===== config.mk =====
export PLATFORM = sky130hd
export DESIGN_NAME = fc_layer_engine
export DESIGN_NICKNAME = d
export VERILOG_FILES = /design/src/rtl/fc_pkg.sv /design/src/rtl/fc_mac_acc.sv /design/src/rtl/fc_layer_engine.sv
export SDC_FILE = /design/constraint.sdc
export NUM_CORES = 1
export LEC_CHECK = 0
export BUFFER_PORTS_ARGS = -buffer_cell sky130_fd_sc_hd__buf_2
export CAP_MARGIN = 20
export CORE_MARGIN = 4
export CORE_UTILIZATION = 40
export DETAILED_ROUTE_END_ITERATION = 7
export GPL_TIMING_DRIVEN = 1
export PLACE_DENSITY = 0.68
export SKIP_CTS_REPAIR_TIMING = 1
export SYNTH_ARGS = -nofsm -noshare
export SYNTH_HDL_FRONTEND = slang
export SYNTH_SLANG_ARGS = --single-unit

===== constraint.sdc =====
create_clock -name clk_i -period 4.54 [get_ports clk_i]
set_clock_uncertainty 0.1 [all_clocks]
set_input_delay 0.908 -clock clk_i [delete_from_list [all_inputs] [get_ports clk_i]]
set_output_delay 0.908 -clock clk_i [all_outputs]
set_load 0.02 [all_outputs]

===== src/rtl/fc_pkg.sv =====
// rtl/fc_pkg.sv - fc_layer_engine shared states, default widths and shift/saturate helper
package fc_pkg;

  localparam int FC_DATA_W      = 8;
  localparam int FC_OUT_W       = 16;
  localparam int FC_MAX_IN_DIM  = 256;
  localparam int FC_MAX_OUT_DIM = 64;

  typedef enum logic [2:0] {
    IDLE      = 3'd0,
    LOAD_BIAS = 3'd1,
    MAC       = 3'd2,
    DRAIN     = 3'd3,
    OUT       = 3'd4,
    FIN       = 3'd5
  } fc_state_e;

  function automatic int fc_acc_w(input int data_w, input int max_in_dim);
    return 2 * data_w + $clog2(max_in_dim) + 1;
  endfunction

  // Arithmetic shift then clamp to the signed range of out_w bits.
  function automatic logic signed [63:0] fc_sat_shift(input logic signed [63:0] acc,
                                                      input int shift, input int out_w);
    logic signed [63:0] v;
    logic signed [63:0] hi;
    logic signed [63:0] lo;
    logic signed [63:0] r;
    v  = acc >>> shift;
    hi = (64'sd1 <<< (out_w - 1)) - 64'sd1;
    lo = -(64'sd1 <<< (out_w - 1));
    if (v > hi)      r = hi;
    else if (v < lo) r = lo;
    else             r = v;
    return r;
  endfunction

endpackage


===== src/rtl/fc_mac_acc.sv =====
// rtl/fc_mac_acc.sv - bias-loaded signed MAC accumulator with shift/saturate; FC_RELU_EN clamps negatives to 0
module fc_mac_acc
  import fc_pkg::*;
#(
  parameter int DATA_W = FC_DATA_W,
  parameter int OUT_W  = FC_OUT_W,
  parameter int ACC_W  = fc_acc_w(FC_DATA_W, FC_MAX_IN_DIM),
  parameter int SHIFT  = 0
) (
  input  logic                     clk_i,
  input  logic                     rst_n_i,
  input  logic                     bias_vld_i,
  input  logic                     prod_vld_i,
  input  logic signed [DATA_W-1:0] b_rdata_i,
  input  logic signed [DATA_W-1:0] x_rdata_i,
  input  logic signed [DATA_W-1:0] w_rdata_i,
  output logic signed [OUT_W-1:0]  res_o
);

  logic signed [ACC_W-1:0]    r_acc;
  logic signed [2*DATA_W-1:0] w_prod;
  logic signed [OUT_W-1:0]    w_sat;

  assign w_prod = x_rdata_i * w_rdata_i;

  always_ff @(posedge clk_i or negedge rst_n_i) begin
    if (!rst_n_i) begin
      r_acc <= '0;
    end else if (bias_vld_i) begin
      r_acc <= ACC_W'(b_rdata_i);
    end else if (prod_vld_i) begin
      r_acc <= r_acc + ACC_W'(w_prod);
    end
  end

  assign w_sat = OUT_W'(fc_sat_shift(64'(r_acc), SHIFT, OUT_W));

`ifdef FC_RELU_EN
  assign res_o = w_sat[OUT_W-1] ? '0 : w_sat;
`else
  assign res_o = w_sat;
`endif

endmodule


===== src/rtl/fc_layer_engine.sv =====
// rtl/fc_layer_engine.sv - FC layer core: FSM, memory address generation, result handshake; FC_RELU_EN enables ReLU
module fc_layer_engine
  import fc_pkg::*;
#(
  parameter int DATA_W      = FC_DATA_W,
  parameter int OUT_W       = FC_OUT_W,
  parameter int MAX_IN_DIM  = FC_MAX_IN_DIM,
  parameter int MAX_OUT_DIM = FC_MAX_OUT_DIM,
  parameter int SHIFT       = 0,
  parameter int ACC_W       = fc_acc_w(DATA_W, MAX_IN_DIM),
  parameter int IN_AW       = $clog2(MAX_IN_DIM),
  parameter int OUT_AW      = $clog2(MAX_OUT_DIM),
  parameter int W_AW        = IN_AW + OUT_AW
) (
  input  logic              clk_i,
  input  logic              rst_n_i,
  input  logic              start_i,
  input  logic [IN_AW:0]    in_dim_i,
  input  logic [OUT_AW:0]   out_dim_i,
  output logic              busy_o,
  output logic              done_o,
  output logic [IN_AW-1:0]  x_addr_o,
  input  logic [DATA_W-1:0] x_rdata_i,
  output logic [W_AW-1:0]   w_addr_o,
  input  logic [DATA_W-1:0] w_rdata_i,
  output logic [OUT_AW-1:0] b_addr_o,
  input  logic [DATA_W-1:0] b_rdata_i,
  output logic              mem_en_o,
  output logic [31:0]       out_wdata_o,
  output logic              out_en_o,
  input  logic              out_ready_i
);

  localparam logic [IN_AW:0]  IN_MAX  = (IN_AW+1)'(MAX_IN_DIM);
  localparam logic [OUT_AW:0] OUT_MAX = (OUT_AW+1)'(MAX_OUT_DIM);

  fc_state_e         r_state;
  logic [IN_AW:0]    r_in_dim;
  logic [OUT_AW:0]   r_out_dim;
  logic [IN_AW-1:0]  r_k;
  logic [OUT_AW-1:0] r_n;
  logic [W_AW-1:0]   r_wbase;
  logic              r_bias_vld;
  logic              r_prod_vld;

  logic [IN_AW:0]       w_in_dim;
  logic [OUT_AW:0]      w_out_dim;
  logic                 w_last_k;
  logic                 w_last_n;
  logic signed [OUT_W-1:0] w_res;

  assign w_in_dim  = (in_dim_i  > IN_MAX)  ? IN_MAX  : in_dim_i;
  assign w_out_dim = (out_dim_i > OUT_MAX) ? OUT_MAX : out_dim_i;
  assign w_last_k  = ({1'b0, r_k} == r_in_dim  - (IN_AW+1)'(1));
  assign w_last_n  = ({1'b0, r_n} == r_out_dim - (OUT_AW+1)'(1));

  always_ff @(posedge clk_i or negedge rst_n_i) begin
    if (!rst_n_i) begin
      r_state    <= IDLE;
      r_in_dim   <= '0;
      r_out_dim  <= '0;
      r_k        <= '0;
      r_n        <= '0;
      r_wbase    <= '0;
      r_bias_vld <= 1'b0;
      r_prod_vld <= 1'b0;
    end else begin
      // Read data arrives one cycle after issue; these strobes line it up with the accumulator.
      r_bias_vld <= (r_state == LOAD_BIAS);
      r_prod_vld <= (r_state == MAC);
      case (r_state)
        IDLE: if (start_i) begin
          r_in_dim  <= w_in_dim;
          r_out_dim <= w_out_dim;
          r_n       <= '0;
          r_k       <= '0;
          r_wbase   <= '0;
          r_state   <= (w_out_dim == '0) ? FIN : LOAD_BIAS;
        end
        LOAD_BIAS: begin
          r_k     <= '0;
          r_state <= (r_in_dim == '0) ? DRAIN : MAC;
        end
        MAC: begin
          if (w_last_k) r_state <= DRAIN;
          else          r_k     <= r_k + 1'b1;
        end
        DRAIN: r_state <= OUT;
        OUT: if (out_ready_i) begin
          r_n     <= r_n + 1'b1;
          r_wbase <= r_wbase + W_AW'(r_in_dim);
          r_state <= w_last_n ? FIN : LOAD_BIAS;
        end
        FIN:     r_state <= IDLE;
        default: r_state <= IDLE;
      endcase
    end
  end

  fc_mac_acc #(
    .DATA_W (DATA_W),
    .OUT_W  (OUT_W),
    .ACC_W  (ACC_W),
    .SHIFT  (SHIFT)
  ) u_mac_acc (
    .clk_i      (clk_i),
    .rst_n_i    (rst_n_i),
    .bias_vld_i (r_bias_vld),
    .prod_vld_i (r_prod_vld),
    .b_rdata_i  (b_rdata_i),
    .x_rdata_i  (x_rdata_i),
    .w_rdata_i  (w_rdata_i),
    .res_o      (w_res)
  );

  assign busy_o      = (r_state != IDLE) && (r_state != FIN);
  assign done_o      = (r_state == FIN);
  assign mem_en_o    = (r_state == LOAD_BIAS) || (r_state == MAC);
  assign x_addr_o    = r_k;
  assign w_addr_o    = r_wbase + W_AW'(r_k);
  assign b_addr_o    = r_n;
  assign out_en_o    = (r_state == OUT);
  assign out_wdata_o = out_en_o ? 32'(w_res) : 32'd0;

endmodule

---- Word level (Yosys, flattened, before mapping) ----
Cells that the tools add are included.
storage, ports and cells
  RAM bits ................................ 0
  memories ................................ 0
  output and inout port bits .............. 64
  ROM bits ................................ 0
  bits in registers ....................... 74
  input bits .............................. 44
  latch bits .............................. 0
operators by class
  multiply operators ...................... 1
  magnitude comparators ................... 4
  add/subtract/negate cells ............... 7
  bitwise logic cells ..................... 0
  divide/modulo/power cells ............... 0
  equal/unequal tests ..................... 12
  reductions and logical operators ........ 13
  shifts and indexed selects .............. 0
  muxes and demuxes ....................... 23
operators with widths
  operator                                                                           number
  25-bit two-way mux                                                                 2
  16-bit two-way mux                                                                 2
  32-bit two-way mux                                                                 1
  14-bit two-way mux                                                                 2
  14-bit case mux with 2 select lines                                                1
  25-bit by 16-bit adder with 25-bit output                                          1
  25-bit by 16-bit greater-than comparator with 1-bit output, second input constant  1
  25-bit by 16-bit less-than comparator with 1-bit output, second input constant     1
  8-bit case mux with 3 select lines                                                 1
  8-bit by 8-bit multiplier with 16-bit output                                       1
  8-bit two-way mux                                                                  2
  3-bit two-way mux                                                                  5
  3-bit case mux with 5 select lines                                                 1
  14-bit by 8-bit adder with 14-bit output                                           1
  14-bit by 9-bit adder with 14-bit output                                           1
  6-bit two-way mux                                                                  2
  6-bit case mux with 2 select lines                                                 1
  8-bit by 9-bit == test with 1-bit output                                           1
  9-bit greater-than comparator, second input constant                               1
  9-bit zero test                                                                    1
  9-bit two-way mux                                                                  1
  3-bit AND reduction                                                                3
  9-bit by 1-bit subtractor with 9-bit output, second input constant                 1
  8-bit by 1-bit adder with 8-bit output, second input constant                      1
  other kinds (19)                                                                   25

---- Longest topological paths before layout ----
Gate-level depths: netlist of run 1.
  word-level depth ........................ 6
  gate-level depth with buffers ........... 19

---- Cells and area by module ----
A second synthesis of run 1 with hierarchy kept.
unflattened totals
  cells, all modules ...................... 991
  area, all modules ....................... 9210.1 um^2
modules (own cells, without submodules)
  module           area an instance (um^2)  seq. area each (um^2)  cells an instance  instances
  fc_mac_acc       5491.5                   625.6                  559                1
  fc_layer_engine  3718.6                   1226.2                 432                1

---- Worst setup path before layout of run 1 ----
No wires, ideal clock.
  path kind ............................... input -> register
  from .................................... in w_rdata_i[0]
  to ...................................... reg u_mac_acc.r_acc[15]
  stages .................................. 16
  buffers on the path ..................... 0
  library setup time ...................... 0.119 ns
  setup slack ............................. -1.616 ns
  arrival ................................. 5.937 ns
  data required time ...................... 4.321 ns
  cells stage by stage .................... and2_1 > inv_1 > fa_1 > inv_1 > fa_1 > fa_1 > fa_1 > fa_1 > ha_1 > a21o_1 > a21o_1 > o311a_1 > a221oi_1 > xor2_1 > a21oi_1 > o21a_1
between the ends
  cells in the longest elaborated chain, start to end .. 4
ends and longest elaborated chain
  item                                          line                   source
  start, declared                               fc_layer_engine.sv:25  input logic [DATA_W-1:0] w_rdata_i,
  8-bit by 8-bit multiplier with 16-bit output  fc_mac_acc.sv:24       assign w_prod = x_rdata_i * w_rdata_i;
  25-bit by 16-bit adder with 25-bit output     fc_mac_acc.sv:32       r_acc <= r_acc + ACC_W'(w_prod);
  25-bit two-way mux                            fc_mac_acc.sv:31       end else if (prod_vld_i) begin
  25-bit two-way mux                            fc_mac_acc.sv:29       end else if (bias_vld_i) begin
  end signal, assigned                          fc_mac_acc.sv:30       r_acc <= ACC_W'(b_rdata_i);
  end signal, assigned                          fc_mac_acc.sv:32
  end, declared                                 fc_mac_acc.sv:20       logic signed [ACC_W-1:0] r_acc;
Every way passes these cells. The select of a mux whose other input is x is not followed.
A chain may end at the register's enable or synchronous reset.

---- Final worst setup path of run 1 ----
  from .................................... in x_rdata_i[7]
  to ...................................... reg u_mac_acc.r_acc[17]
between the ends
  cells in the longest elaborated chain, start to end .. 4
ends and longest elaborated chain
  item                                          line                   source
  start, declared                               fc_layer_engine.sv:23  input logic [DATA_W-1:0] x_rdata_i,
  8-bit by 8-bit multiplier with 16-bit output  fc_mac_acc.sv:24
  25-bit by 16-bit adder with 25-bit output     fc_mac_acc.sv:32
  25-bit two-way mux                            fc_mac_acc.sv:31
  25-bit two-way mux                            fc_mac_acc.sv:29
Every way passes these cells. The select of a mux whose other input is x is not followed.

==> results of run 1 <==
[layout make-up]
class | count | area (sq um) | share of cell area, %
clock buffers | 11 | 242.7 | 2.134
clock inverters | 5 | 77.57 | 0.6818
inverters | 116 | 442.9 | 3.893
multi-input cells | 765 | 6992 | 61.45
flip-flops and latches | 74 | 1852 | 16.28
well taps | 280 | 350.3 | 3.079
repair buffers | 214 | 1420 | 12.48
[per-stage QoR]
step           hold WS [ps]  setup TNS [ps]  area, sq um  setup slack [ps]
2_1_floorplan         349.1          -10810         9259            -886.0
3_3_place_gp          383.7          -16670        10650             -1137
3_5_place_dp          394.4          -17650        10650             -1206
4_1_cts               405.2          -11390        10970            -885.6
5_1_grt               441.4          -13570        11380             -1002
6_report              401.7          -10400        11380            -800.9
[Yosys cell counts (27+ instances only)]
library cell,n
inv_1,115
fa_1,110
nand2_1,94
nor2_1,86
ha_1,77
dfrtp_1,74
o21ai_0,51
a21oi_1,49
xnor2_1,42
and2_1,37
xor2_1,28
nand3_1,27
[registers in the layout, summed over array words and instances, names as in the netlist]
register,count
b_addr_o,6
r_in_dim,9
u_mac_acc.r_acc,25
r_bias_vld,1
r_prod_vld,1
r_wbase,14
x_addr_o,8
r_state,3
r_out_dim,7
[worst max-delay path: cells and delay by family]
kind / cells / cell delay (ps)
compound gates: 3 / 690
xor+xnor: 1 / 140
fa+ha+maj: 6 / 2850
buf+inv: 4 / 300
simple gates: 3 / 530
[logic make-up after synthesis]
| logic type | Yosys count | synth area share, % |
|---|---|---|
| multiplexers | 13 | 1.433 |
| AO/OA/AOI/OAI | 164 | 11.06 |
| buffers and inverters | 158 | 7.233 |
| XOR/XNOR | 71 | 6.930 |
| flip-flops | 74 | 20.39 |
| AND/OR/NAND/NOR | 329 | 18.09 |
| adder cells (fa/ha/maj) | 187 | 34.86 |
[metal layers]
layer | global-route usage, % | vias up | part of all wire [%]
met5 | 0 | - | 0.031
met4 | 4.387 | 2 | 1.6
met3 | 2.256 | 30 | 3.7
met2 | 31.09 | 171 | 48
met1 | 26.05 | 3639 | 46
li1 | - | 3641 | -
[final timing paths]
check	endpoint	slack, ps	cells after the start
max in group asynchronous	u_mac_acc.r_acc[8]	3050	1
max reg2reg	u_mac_acc.r_acc[18]	-320	19
min in group asynchronous	r_wbase[9]	580	1
min	r_out_dim[5]	400	2
max	u_mac_acc.r_acc[17]	-800	17
min reg2reg	r_out_dim[5]	400	2
==> impl_metrics.py, run 1 <==
metrics = {
    "clock_network": {
        "clockBufferDepth": 2,
        "cts_tree": "yes",
        "clock_latency_ps": 340,
        "cts_sinks": 74,
        "cts_root_buffer": "clkbuf_16",
        "htreeDepth": 3,
        "clk_pin_slew_ps": 60,
        "cts_made_buffers": 9,
    },
    "sta": {
        "timing.final.max_slew_violations": 0,
        "fin_ws_ps": -800.9,
        "fin_crit_sh_pct": 117.6,
        "hold_violations": 0,
        "final-setup-viol-count": 17,
        "min_period_ps": 5341,
        "clock.fmax_ghz": 0.1872,
        "rsz0062_at_grt": "yes",
        "relSlewSlack_pct": 33.25,
        "worst_slew_pin_slew_ps": 1001,
    },
    "die": {
        "die_w_um": 158.7,
        "start_util_pct": 41.10,
        "chipHeight_um": 158.7,
        "die_area_sq_um": 25180,
        "rows": 54,
        "io_pins": 108,
        "core-area_sq_um": 22090,
    },
    "hold_path": {
        "worstHoldStart": "r_out_dim[5]",
        "hold_path_class": "reg -> reg",
    },
    "worst_setup_path": {
        "path_max_fanout": 6,
        "crit_start": "x_rdata_i[7]",
        "critPathLaunchType": "primary input",
        "arrival_ps": 5420,
        "end_kind": "register",
        "critPathMaxStageDelay_ps": 580,
        "worstPathRequired_ps": 4620,
        "rr_startpoint": "u_mac_acc.r_acc[4]",
        "path_common_cell": "fa_1",
        "crit_type": "in -> reg",
        "crit_chain": "buf_12 -> and2_4 -> inv_2 -> fa_1 -> inv_2 -> fa_1 -> fa_1 -> fa_1 -> fa_1 -> ha_4 -> and4b_2 -> o311a_1 -> buf_6 -> o2111ai_1 -> nand2b_1 -> xnor2_1 -> a21oi_1",
        "cp_slowest_cell": "fa_1",
    },
    "synth": {
        "syn_area_sq_um": 9081,
        "synth_area_leaders": "fa_1 (24%), dfrtp_1 (20%), ha_1 (11%)",
        "ys_async_sr_fraction_pct": 100.0,
        "synth_edf_count": 0,
        "syn_area_per_cell_sq_um": 9.118,
        "yosys_most_used_dff": "dfrtp_1",
        "ys_ff_latch": 74,
        "synth_top_area_cell": "fa_1",
        "yosysTopAreaCellShare_pct": 24.25,
        "postSynthCellCount": 996,
        "syn_nets": 1227,
        "ys_seq_area_share_pct": 20.39,
        "yosys.cell_types.count": 67,
        "yosysWarnings": 0,
    },
    "drt": {
        "via_count": 7483,
        "drt-pass1-iter-count": 7,
        "drt_iter0_drc": 467,
        "drt-total-wl_um": 22750,
        "antenna_left": 0,
        "drc": 0,
        "routedWlPerCell_um": 15.53,
        "via_per_inst": 5.108,
    },
    "global_routing": {
        "grt_overflow": 0,
        "grt_pass1_wl_um": 37850,
        "grt_pass1_vias": 7592,
        "antenna_found_initial": 1,
        "grt_max_degree": 75,
        "gr-usage-all-layers_pct": 18.64,
    },
    "run": {
        "drv_cap": 0,
    },
    "cells_and_area": {
        "fillCellCount": 2006,
        "final_cells": 1465,
        "drive_above_1_share_pct": 26.16,
        "postLayoutCoreUtil_pct": 51.50,
        "area_delta_synth_final_pct": 25.28,
        "antenna_cells": 0,
        "final_cell_mix": "inv_1 (107), fa_1 (107), buf_4 (102), buf_2 (100), nand2_1 (89)",
        "final_nets": 1411,
    },
    "place": {
        "gp_congestion": 0.9072,
        "dp_cells": 1436,
        "post-dp-hpwl_um": 18400,
        "io_buffers": 107,
    },
    "status": {
        "status": "finished, violations left",
        "violations": "setup timing",
    },
}
Power of run 1 is not shown: default switching activity piles up to over one toggle a cycle in this logic, so the estimate is an artifact.
==> inputs of run 2 (changes only) <==
- PLACE_DENSITY: 0.68 -> 0.65
- clock period: 4.54 -> 6.54 ns (I/O delays scaled with it)
==> impl_metrics.py, run 2 (synthesis gave the netlist of run 1 again) <==
metrics = {
    "status": {
        "status": "finished, final reports clean",
    },
    "die": {
        "chipHeight_um": 158.7,
        "core-area_sq_um": 22090,
        "start_util_pct": 41.10,
        "rows": 54,
        "die_area_sq_um": 25180,
        "die_w_um": 158.7,
        "io_pins": 108,
    },
    "sta": {
        "min_period_ps": 6066,
        "rsz0062_at_grt": "no",
        "fin_crit_sh_pct": 92.76,
        "whs_ps": 390.8,
        "relSlewSlack_pct": 34.07,
        "timing.final.max_slew_violations": 0,
        "worst_slew_pin_slew_ps": 988.9,
        "final-setup-viol-count": 0,
        "hold_violations": 0,
        "fin_setup_tns_ps": 0,
        "clock.fmax_ghz": 0.1648,
    },
    "global_routing": {
        "grt_pass1_wl_um": 36540,
        "gr-usage-all-layers_pct": 17.82,
        "grt_pass1_vias": 7133,
        "grt_overflow": 0,
        "antenna_found_initial": 1,
        "grt_max_degree": 75,
    },
    "worst_setup_path": {
        "critPathLaunchType": "primary input",
        "rr_startpoint": "u_mac_acc.r_acc[6]",
        "crit_chain": "buf_2 -> nand2b_1 -> fa_1 -> fa_1 -> inv_1 -> fa_1 -> fa_1 -> fa_1 -> ha_1 -> a21o_1 -> a21o_1 -> o311a_1 -> a221oi_1 -> xor2_1 -> a21oi_1 -> o21a_1",
        "path_common_cell": "fa_1",
        "reg2reg_depth": 17,
        "critPathMaxStageDelay_ps": 580,
        "arrival_ps": 6190,
        "path_max_fanout": 8,
        "r2r_setup_slack_ps": 1370,
        "r2r_end": "u_mac_acc.r_acc[15]",
        "crit_type": "in -> reg",
        "cp_slowest_cell": "fa_1",
        "cpLargestDelayFamily": "adder cells",
        "crit_buf_inv": 2,
        "end_kind": "register",
        "worstPathRequired_ps": 6660,
    },
    "cells_and_area": {
        "final_nets": 1323,
        "largest_register": "u_mac_acc.r_acc",
        "final_cell_mix": "inv_1 (115), fa_1 (110), buf_2 (106), nand2_1 (94), nor2_1 (86)",
        "largest_reg_flops": 25,
        "drive_above_1_share_pct": 14.13,
        "final_common_cell": "inv_1",
        "reg.largest.list": "u_mac_acc.r_acc: 25 flops, r_wbase: 14 flops, r_in_dim: 9 flops",
        "area_delta_synth_final_pct": 12.84,
        "antenna_cells": 0,
        "final_cells": 1377,
        "post-route-cell-area_sq_um": 10250,
    },
    "hold_path": {
        "holdPathStages": 2,
        "min_to": "r_out_dim[5]",
        "worstHoldStart": "r_out_dim[5]",
        "hold_path_class": "reg -> reg",
    },
    "clock_network": {
        "cts_sinks": 74,
        "cts_made_buffers": 9,
        "cts_root_buffer": "clkbuf_16",
        "cts_tree": "yes",
        "clockBufferDepth": 2,
        "htreeDepth": 3,
        "clock_latency_ps": 340,
        "clk_pin_slew_ps": 60,
    },
    "drt": {
        "drt_iter0_drc": 340,
        "via_count": 7054,
        "drt-total-wl_um": 21130,
        "drt-pass1-iter-count": 5,
        "drc": 0,
        "antenna_left": 0,
        "via_per_inst": 5.123,
        "routedWlPerCell_um": 15.35,
    },
    "place": {
        "post-dp-hpwl_um": 17210,
        "postPlaceCellArea_sq_um": 9912,
        "io_buffers": 107,
        "gp_congestion": 0.9171,
        "dp_cells": 1361,
    },
    "run": {
        "drv_cap": 0,
    },
}
## run 2: cell type report
| class | instances | area [sq um] |
|---|---|---|
| Fill cell | 2130 | 11850 |
| Multi-Input combinational cell | 764 | 6574 |
| Sequential cell | 74 | 1852 |
| Timing Repair Buffer | 127 | 700.7 |
| Inverter | 116 | 435.4 |
| Tap cell | 280 | 350.3 |
| Clock buffer | 11 | 232.7 |
| Clock inverter | 5 | 102.6 |
## run 2: metrics by stage
stage	setup WS (ps)	util, %
after detailed placement	139.9	44.86
after global placement	186.2	44.86
final	473.6	46.38
after CTS	466.9	46.38
after floorplan	60.25	-
after global routing	100.9	46.38
## run 2: per-layer routing
metal,GRT usage (%),vias to the layer above,wire (um)
met5,0,-,13
met4,2.965,2,168
met3,2.310,18,811
met2,29.62,121,10030
met1,25.42,3454,10110
li1,-,3459,-
## run 2: worst max path at each step
stage               cells past startpoint                   to          from  slack [ps]
floorplan                              14  u_mac_acc.r_acc[15]  w_rdata_i[1]          60
finish                                 16  u_mac_acc.r_acc[15]  x_rdata_i[0]         470
detailed placement                     16  u_mac_acc.r_acc[15]  x_rdata_i[0]         140
global route                           17  u_mac_acc.r_acc[23]  w_rdata_i[4]         100
CTS                                    16  u_mac_acc.r_acc[15]  x_rdata_i[0]         470
global placement                       16  u_mac_acc.r_acc[15]  x_rdata_i[0]         190
## run 2: worst min-delay path: cells and delay by family (launching register included)
kind | cells | cell delay, ps
flops | 1 | 360
simple gates | 2 | 100
Power of run 2 is left out for the same reason.
